--- src/rtl/sound_pkg.sv ---
// Shared tone/channel codes and sequencer state encoding, also used by soundCard users.
package sound_pkg;

  localparam logic [1:0] SND_NONE = 2'd0;
  localparam logic [1:0] SND_PING = 2'd1;
  localparam logic [1:0] SND_PONG = 2'd2;
  localparam logic [1:0] SND_GOAL = 2'd3;

  localparam logic [1:0] CH_NONE  = 2'd0;
  localparam logic [1:0] CH_RIGHT = 2'd1;
  localparam logic [1:0] CH_LEFT  = 2'd2;
  localparam logic [1:0] CH_BOTH  = 2'd3;

  typedef enum logic [1:0] {
    ST_IDLE = 2'd0,
    ST_PLAY = 2'd1,
    ST_GAP  = 2'd2
  } state_t;

  // One-hot position of a tone in the {goal, pong, ping} request/pending vectors.
  function automatic logic [2:0] tone_mask(input logic [1:0] tone);
    case (tone)
      SND_PING: return 3'b001;
      SND_PONG: return 3'b010;
      SND_GOAL: return 3'b100;
      default:  return 3'b000;
    endcase
  endfunction

  // Highest-priority pending tone: goal > pong > ping.
  function automatic logic [1:0] pick_tone(input logic [2:0] pend);
    if (pend[2])      return SND_GOAL;
    else if (pend[1]) return SND_PONG;
    else if (pend[0]) return SND_PING;
    else              return SND_NONE;
  endfunction

endpackage

--- src/rtl/sound_timer.sv ---
// Loadable down-counter that stops at zero; done flags the end of a phase.
module sound_timer
#(
  parameter int CW = 24
)(
  input  logic          clk,
  input  logic          rst,
  input  logic          load,
  input  logic [CW-1:0] value,
  output logic          done
);

  logic [CW-1:0] count_q, count_d;

  // Load wins; otherwise count down and hold at zero.
  always_comb begin
    count_d = count_q;
    if (load)                count_d = value;
    else if (count_q != '0)  count_d = count_q - CW'(1);
  end

  // Counter register.
  always_ff @(posedge clk or posedge rst) begin
    if (rst) count_q <= '0;
    else     count_q <= count_d;
  end

  assign done = (count_q == '0);

endmodule

--- src/rtl/sound_sequencer.sv ---
// Queues ping/pong/goal requests and plays them as timed tones with silent gaps.
// Optional feature: define SOUND_SEQUENCER_GOAL_REPEAT_EN to play each goal three times.
module sound_sequencer
  import sound_pkg::*;
#(
  parameter int unsigned DUR_PING = 2500000,
  parameter int unsigned DUR_PONG = 2500000,
  parameter int unsigned DUR_GOAL = 12500000,
  parameter int unsigned GAP      = 250000,
  parameter int          CW       = 24
)(
  input  logic       snd_clk,
  input  logic       rst,
  input  logic       req_ping,
  input  logic       req_pong,
  input  logic       req_goal,
  input  logic [1:0] req_chan,
  output logic [1:0] sound,
  output logic [1:0] channel,
  output logic       busy
);

  localparam logic [CW-1:0] LD_PING = CW'(DUR_PING - 1);
  localparam logic [CW-1:0] LD_PONG = CW'(DUR_PONG - 1);
  localparam logic [CW-1:0] LD_GOAL = CW'(DUR_GOAL - 1);
  localparam logic [CW-1:0] LD_GAP  = CW'(GAP - 1);

  function automatic logic [CW-1:0] dur_ld(input logic [1:0] tone);
    case (tone)
      SND_PING: return LD_PING;
      SND_PONG: return LD_PONG;
      default:  return LD_GOAL;
    endcase
  endfunction

  state_t      state_q, state_d;
  logic [1:0]  sound_q, sound_d;
  logic [1:0]  channel_q, channel_d;
  logic [2:0]  pend_q, pend_d;
  logic [1:0]  ping_ch_q, ping_ch_d;
  logic [1:0]  pong_ch_q, pong_ch_d;
  logic [1:0]  goal_ch_q, goal_ch_d;
`ifdef SOUND_SEQUENCER_GOAL_REPEAT_EN
  logic [1:0]  rep_q, rep_d;
  logic        rep_cont;
`endif

  logic [2:0]    req_vec;
  logic [2:0]    clr, cons;
  logic          start;
  logic [1:0]    start_tone, start_ch;
  logic [1:0]    disp_tone, disp_ch;
  logic          tmr_load, tmr_done;
  logic [CW-1:0] tmr_val;

  assign req_vec = {req_goal, req_pong, req_ping};

  sound_timer #(.CW(CW)) u_timer (
    .clk   (snd_clk),
    .rst   (rst),
    .load  (tmr_load),
    .value (tmr_val),
    .done  (tmr_done)
  );

  // Next-state logic: dispatch, preemption/retrigger, phase sequencing and pending bookkeeping.
  always_comb begin
    state_d    = state_q;
    sound_d    = sound_q;
    channel_d  = channel_q;
    ping_ch_d  = req_ping ? req_chan : ping_ch_q;
    pong_ch_d  = req_pong ? req_chan : pong_ch_q;
    goal_ch_d  = req_goal ? req_chan : goal_ch_q;
    clr        = 3'b000;
    cons       = 3'b000;
    start      = 1'b0;
    start_tone = SND_NONE;
    start_ch   = CH_NONE;
    tmr_load   = 1'b0;
    tmr_val    = '0;
    disp_tone  = pick_tone(pend_q);
    case (disp_tone)
      SND_GOAL: disp_ch = goal_ch_q;
      SND_PONG: disp_ch = pong_ch_q;
      default:  disp_ch = ping_ch_q;
    endcase
`ifdef SOUND_SEQUENCER_GOAL_REPEAT_EN
    rep_d    = rep_q;
    rep_cont = 1'b0;
`endif

    case (state_q)
      ST_IDLE: begin
        if (|pend_q) begin
          start      = 1'b1;
          start_tone = disp_tone;
          start_ch   = disp_ch;
          clr        = tone_mask(disp_tone);
        end
      end
      ST_PLAY: begin
        if (req_goal && (sound_q != SND_GOAL)) begin
          // Goal cuts the current tone short; the cut tone is dropped.
          start      = 1'b1;
          start_tone = SND_GOAL;
          start_ch   = req_chan;
          cons       = 3'b100;
        end else if (|(req_vec & tone_mask(sound_q))) begin
          // Same tone requested again: restart it on the new channel.
          start      = 1'b1;
          start_tone = sound_q;
          start_ch   = req_chan;
          cons       = tone_mask(sound_q);
        end else if (tmr_done) begin
          state_d   = ST_GAP;
          sound_d   = SND_NONE;
          channel_d = CH_NONE;
          tmr_load  = 1'b1;
          tmr_val   = LD_GAP;
`ifdef SOUND_SEQUENCER_GOAL_REPEAT_EN
          if (sound_q == SND_GOAL) rep_d = rep_q - 2'd1;
`endif
        end
      end
      ST_GAP: begin
        if (tmr_done) begin
`ifdef SOUND_SEQUENCER_GOAL_REPEAT_EN
          // Remaining goal repeats go ahead of pong/ping; a fresh goal request restarts the count.
          if ((rep_q != 2'd0) && !pend_q[2]) begin
            start      = 1'b1;
            start_tone = SND_GOAL;
            start_ch   = goal_ch_q;
            rep_cont   = 1'b1;
          end else
`endif
          if (|pend_q) begin
            start      = 1'b1;
            start_tone = disp_tone;
            start_ch   = disp_ch;
            clr        = tone_mask(disp_tone);
          end else begin
            state_d = ST_IDLE;
          end
        end
      end
      default: state_d = ST_IDLE;
    endcase

    if (start) begin
      state_d   = ST_PLAY;
      sound_d   = start_tone;
      channel_d = start_ch;
      tmr_load  = 1'b1;
      tmr_val   = dur_ld(start_tone);
`ifdef SOUND_SEQUENCER_GOAL_REPEAT_EN
      if ((start_tone == SND_GOAL) && !rep_cont) rep_d = 2'd3;
`endif
    end

    pend_d = (pend_q & ~clr) | (req_vec & ~cons);
  end

  // State, output and request registers.
  always_ff @(posedge snd_clk or posedge rst) begin
    if (rst) begin
      state_q   <= ST_IDLE;
      sound_q   <= SND_NONE;
      channel_q <= CH_NONE;
      pend_q    <= 3'b000;
      ping_ch_q <= CH_NONE;
      pong_ch_q <= CH_NONE;
      goal_ch_q <= CH_NONE;
`ifdef SOUND_SEQUENCER_GOAL_REPEAT_EN
      rep_q     <= 2'd0;
`endif
    end else begin
      state_q   <= state_d;
      sound_q   <= sound_d;
      channel_q <= channel_d;
      pend_q    <= pend_d;
      ping_ch_q <= ping_ch_d;
      pong_ch_q <= pong_ch_d;
      goal_ch_q <= goal_ch_d;
`ifdef SOUND_SEQUENCER_GOAL_REPEAT_EN
      rep_q     <= rep_d;
`endif
    end
  end

  assign sound   = sound_q;
  assign channel = channel_q;
  assign busy    = (state_q != ST_IDLE) || (|pend_q);

endmodule
--- config.mk ---
export PLATFORM = sky130hd
export DESIGN_NAME = sound_sequencer
export DESIGN_NICKNAME = d
export VERILOG_FILES = /design/src/rtl/sound_pkg.sv /design/src/rtl/sound_timer.sv /design/src/rtl/sound_sequencer.sv
export SDC_FILE = /design/constraint.sdc
export NUM_CORES = 1
export LEC_CHECK = 0
export ABC_AREA = 1
export BUFFER_PORTS_ARGS = -buffer_cell sky130_fd_sc_hd__buf_2
export CAP_MARGIN = 20
export CORE_ASPECT_RATIO = 2
export CORE_MARGIN = 5
export CORE_UTILIZATION = 30
export DETAILED_ROUTE_END_ITERATION = 6
export PLACE_DENSITY = 0.51
export SETUP_SLACK_MARGIN = 0.02
export SLEW_MARGIN = 20
export SYNTH_ARGS = -nofsm -noshare
export SYNTH_HDL_FRONTEND = slang
export SYNTH_HIERARCHICAL = 1
export SYNTH_SLANG_ARGS = --single-unit
--- constraint.sdc ---
create_clock -name snd_clk -period 2.7 [get_ports snd_clk]
set_clock_uncertainty 0.1 [all_clocks]
set_input_delay 0.135 -clock snd_clk [delete_from_list [all_inputs] [get_ports snd_clk]]
set_output_delay 0.135 -clock snd_clk [all_outputs]
set_load 0.02 [all_outputs]
# ---- Word-level counts from Yosys, hierarchy flattened
# Index checks and enable logic that the tools add are counted.
dict set report op_classes {
  n_addsub 1
  n_eq_ne 19
  n_mux 55
  bitwise_logic 6
  n_reduce_logical 14
}
# op n
set ops {}
lappend ops {{$mux W24} 4}
lappend ops {{$mux W18} 4}
lappend ops {{$mux W2} 22}
lappend ops {{$logic_not A24 Y1} 1}
lappend ops {{$reduce_bool A24 Y1} 1}
lappend ops {{$sub A24 B1 Y24 const B} 1}
lappend ops {{$mux W3} 7}
lappend ops {{$pmux W2 S3} 3}
lappend ops {{$pmux W3 S3} 2}
lappend ops {{$ne A3 B3 Y1 const B} 5}
lappend ops {{$eq A2 B2 Y1 const B} 6}
lappend ops {{$mux W1} 10}
lappend ops {{$and A3 B3 Y3} 3}
lappend ops {{$eq A2 B1 Y1 const B} 4}
lappend ops {{$ne A2 B2 Y1 const B} 4}
lappend ops {{$reduce_bool A2 Y1} 4}
lappend ops {{$not A3 Y3} 2}
lappend ops {{$pmux W3 S2} 1}
lappend ops {{$reduce_and A6 Y1} 1}
lappend ops {{$reduce_or A3 Y1} 2}
lappend ops {{$pmux W2 S2} 1}
lappend ops {{$reduce_and A4 Y1} 1}
lappend ops {{$or A3 B3 Y3} 1}
lappend ops {{$pmux W1 S3} 1}
lappend ops {{other kinds (4)} 4}
dict set report word_totals {
  regBits 39
  inputBits 7
  out_inout_bits 5
  elab_cells 103
}

# ---- Logic depth before layout (Yosys ltp)
dict set report logic_depth {
  depth_word 14
  ltp_mapped 18
  ltp_nobuf 17
}

# ---- Hierarchy
# The synthesis kept the hierarchy.
# mod instances cells_per_inst area_each_um2 seq_area_each_um2
set by_module_without_submodules {}
lappend by_module_without_submodules {sound_timer 1 269 1695.4 600.6}
lappend by_module_without_submodules {sound_sequencer 1 115 870.8 375.4}

# ---- Worst setup path after synthesis
# No wires, ideal clock.
dict set report synth_timing {
  kind {reg-to-reg}
  from {reg u_timer.count_q[0]}
  to {reg u_timer.count_q[3]}
  setup_time_ns 0.077
  arrival_time_ns 2.471
  required_ns 2.523
  slack_ns 0.051
  stages_incl_launch_ff 17
  n_path_buf 2
  synth_period_minus_slack_ns 2.649
  cell_sequence {dfrtp_1 -> inv_1 -> ha_1 -> nand2_1 -> nor2_1 -> nand3_1 -> nor3_1 -> inv_1 -> a21oi_1 -> nand2_1 -> inv_1 -> a21oi_4 -> nand2_2 -> buf_2 -> clkbuf_1 -> nand2_1 -> a21oi_1}
}
dict set report synth_between {
  elab_chain_cells 7
  elab_cells_between_ends 18
  classes_between {add/sub: 1; mux: 14; reduce/logical: 3}
}
# item line
set synth_rtl {}
lappend synth_rtl {{start: declaration} sound_timer.sv:13} ;# logic [CW-1:0] count_q, count_d;
lappend synth_rtl {{start signal: assignment} sound_timer.sv:25} ;# else count_q <= count_d;
lappend synth_rtl {{$logic_not A24 Y1 *} sound_timer.sv:28} ;# assign done = (count_q == '0);
lappend synth_rtl {{net tmr_done} sound_sequencer.sv:53} ;# logic tmr_load, tmr_done;
lappend synth_rtl {{$mux W1} sound_sequencer.sv:114} ;# end else if (tmr_done) begin
lappend synth_rtl {{$mux W1} sound_sequencer.sv:108} ;# end else if (|(req_vec & tone_mask(sound_q))) begin
lappend synth_rtl {{$mux W1} sound_sequencer.sv:102} ;# if (req_goal && (sound_q != SND_GOAL)) begin
lappend synth_rtl {{$mux W1} sound_sequencer.sv:92} ;# case (state_q)
lappend synth_rtl {{$mux W1 *} sound_sequencer.sv:149} ;# if (start) begin
lappend synth_rtl {{net tmr_load} sound_sequencer.sv:53}
lappend synth_rtl {{$mux W24 or $reduce_bool A2 Y1 (tied branches)} -}
# The timed path passes the listed nets; every way through them passes the cells marked *. The select of a mux whose other input is x is not followed.
# A chain may end at the register's enable or synchronous reset.

==> impl_metrics.toml <==
[cts]
cts_tree = "done"
max-clock-path-buffers = 2
numClockSinks = 39
clk_latency_ps = 290
numCtsBuffers = 5
root_buffer = "clkbuf_16"
ctsHtreeMaxLevel = 2
clkTransAtPathRegs_ps = 60

[die]
rows = 47
initial_core_util = 0.307
dieHeight_um = 141
io_pins = 12
die_area_mm2 = 0.0106
core_area_mm2 = 0.00835
die-width_um = 75.4

[pwr]
pwr-share-comb = 0.286
p_per_area_mw_per_mm2 = 700
p_int_mw = 1.42
seqPwrFrac = 0.356
sw_frac_of_total = 0.342
ir_worst_vdd_mv = 0.447
clockPowerShare = 0.358
p_leak_nw = 1.63
p_sw_uw = 741
power_mw = 2.16

[placed_design]
dp.cells = 503
dp_slack_ps = 41.8
post_dp_cell_area_mm2 = 0.00281
routabilityCongestion = 0.852
place_hpwl_um = 5840
portBuffers = 11

[detailed_routing]
viasPerCell = 4.76
wire_per_inst_um = 14.1
drt_iter0_markers = 112
route.detailed.drc = 0
vias = 2462
dr.pass1.iters = 6
drt-total-wl_um = 7300
ant_nets = 0

[timing]
tns_ps = 0
worst_slew_pin_slew_ps = 614
setup_viol = 0
final-hold-violation-count = 0
hold_ws_ps = 5.70
finalCritPeriodShare = 0.912
slew_headroom = 0.590
rsz0062_at_grt = "false"
min_period_ps = 2460
fmax_mhz = 406
final.setup.worst_slack_ps = 238
slew_violations = 0

[critical_path]
worstSetupStartpoint = "u_timer/count_q[15]"
r2r_slack_ps = 240
worstPathMaxFanout = 9
crit_path_top_delay_cell = "dfrtp_1"
path_depth = 12
path_cells = "nor2_2 -> nand2_2 -> nor2_4 -> nand2_2 -> nor3_2 -> inv_1 -> a21oi_2 -> nand2_1 -> inv_2 -> a21oi_4 -> nand3_1 -> buf_2"
cp_top_family = "simple AND/OR/NAND/NOR gates"
cp-start-kind = "flip-flop"
arrival_ps = 2230
reg2reg_from = "u_timer/count_q[15]"
cp-endpoint = "busy"
critPathBufInv = 3
worst_path_largest_cell_delay_ps = 440
required_ps = 2470
end_kind = "output port"
ff2ff_path_depth = 16
r2r-end = "u_timer/count_q[10]"
path_class = "flip-flop to output port"
crit_top_cell = "nand2_2"

[synthesis]
netlist_instances = 384
ys_ff_latch = 39
syn_area_mm2 = 0.00257
yosysSeqAreaShare = 0.380
synth.avg_cell_area_um2 = 6.68
yosysWarnings = 6
synth_top_area_cell = "dfrtp_1"
synth_cell_types = 29
netlist.area_leader.share = 0.380
yosys-top-cells-area = "dfrtp_1, nand2_1, inv_1, nor2_1, nand3_1"

[global_route]
grt_pass1_vias = 2477
grt_usage = 0.151
grt_max_degree = 25
overflow = 0
grt_first_pass_wirelength_um = 12100
antenna_found_initial = 0

[finish]
finalNetCount = 427
drive_gt1_frac = 0.160
stdcell_count = 517
fin_area_mm2 = 0.00309
fillers = 947
antenna_cells = 0
area_growth_pct = 20.4
fin_util = 0.370

[worst_hold_path]
min_path_cells = 3
holdCritPathClass = "input port to flip-flop"

[flow_run]
drv_cap = 0

[run_status]
status = "finished, final reports clean"
==> cell type report <==
| type | count | area, um2 | area share |
|---|---|---|---|
| Tap cell | 98 | 123 | 0.0397 |
| Multi-Input combinational cell | 295 | 1410 | 0.455 |
| Sequential cell | 39 | 976 | 0.316 |
| Clock inverter | 3 | 67.6 | 0.0219 |
| Inverter | 48 | 180 | 0.0583 |
| Clock buffer | 5 | 125 | 0.0405 |
| Timing Repair Buffer | 29 | 213 | 0.0689 |
==> power groups by stage <==
stage          sequential, mW  combinational [mW]  clock [mW]
2_1_floorplan           0.765               0.416           0
3_3_place_gp            0.780               0.596           0
3_5_place_dp            0.780               0.600           0
4_1_cts                 0.770               0.606       0.794
5_1_grt                 0.784               0.705       0.810
6_report                0.771               0.618       0.774
==> layer usage <==
layer | vias up | track usage | share of wire
met5 | - | 0 | 0
met4 | 0 | 0.0802 | 0.043
met3 | 18 | 0.0192 | 0.018
met2 | 38 | 0.284 | 0.58
met1 | 1143 | 0.150 | 0.36
li1 | 1263 | - | -
==> worst min path at each step <==
stage / endpoint / startpoint
floorplan: channel[0] / rst
detailed placement: u_timer/count_q[23] / rst
CTS: goal_ch_q[0] / req_chan[0]
finish: goal_ch_q[0] / req_chan[0]
global route: goal_ch_q[0] / req_chan[0]
global placement: u_timer/count_q[23] / rst
==> Yosys cell counts <==
library cell	count
inv_1	46
xor2_1	5
nor2_4	5
o22ai_1	1
o21ai_0	14
ha_1	2
nand2_1	157
o21bai_1	1
nand4_1	9
inv_2	2
nand3_1	29
buf_6	1
conb_1	1
buf_2	1
dfrtp_1	39
a21oi_1	4
mux2_2	2
nand2_2	4
clkbuf_1	2
a21oi_4	1
nor2_2	3
buf_4	1
xnor2_1	3
nand3_4	1
nor2_1	41
nand3b_1	3
nor3_1	1
a22oi_1	1
nand3_2	4
==> worst reg2reg max path, delay by kind of cell (launching register included) <==
family / cells / cell delay [ps]
AND/OR/NAND/NOR: 10 / 1070
buffers and inverters: 4 / 490
flip-flops: 1 / 440
AO/OA/AOI/OAI: 2 / 240
==> flip-flops by register name, summed over array words and instances (netlist names) <==
name             cells
u_timer/count_q     24
pend_q               3
channel              2
goal_ch_q            2
ping_ch_q            2
pong_ch_q            2
sound                2
state_q              2
==> layout by cell type, fill, tap and decap left out, types with 4 or more instances in the layout <==
cell type and instances:
nor2_4 5, xor2_1 5, nand2_2 5, nand4_1 9, clkbuf_16 5, inv_2 7, conb_1 4, buf_2 11
dfrtp_1 39, nand3_2 4, nor2_1 41, o21ai_0 12, nand3_1 29, buf_4 15, nand2_1 156, inv_1 41
==> logic make-up after synthesis <==
logic type	Yosys count	synth area share
AND/OR/NAND/NOR	257	0.440
buffers and inverters	53	0.0824
flip-flops	39	0.380
AO/OA/AOI/OAI	22	0.0497
XOR/XNOR	8	0.0273
adder cells (fa/ha/maj)	2	0.00975
multiplexers	2	0.00878
other	1	0.00146
==> what timing repair did <==
action / in CTS / in global routing
endpoints found under the hold margin: 39 / 0
hold buffers: 1 / 0
setup buffers: 0 / 5
endpoints found under the setup margin: 0 / 25
resized for setup: 0 / 13
(Power assumes the default switching activity.)
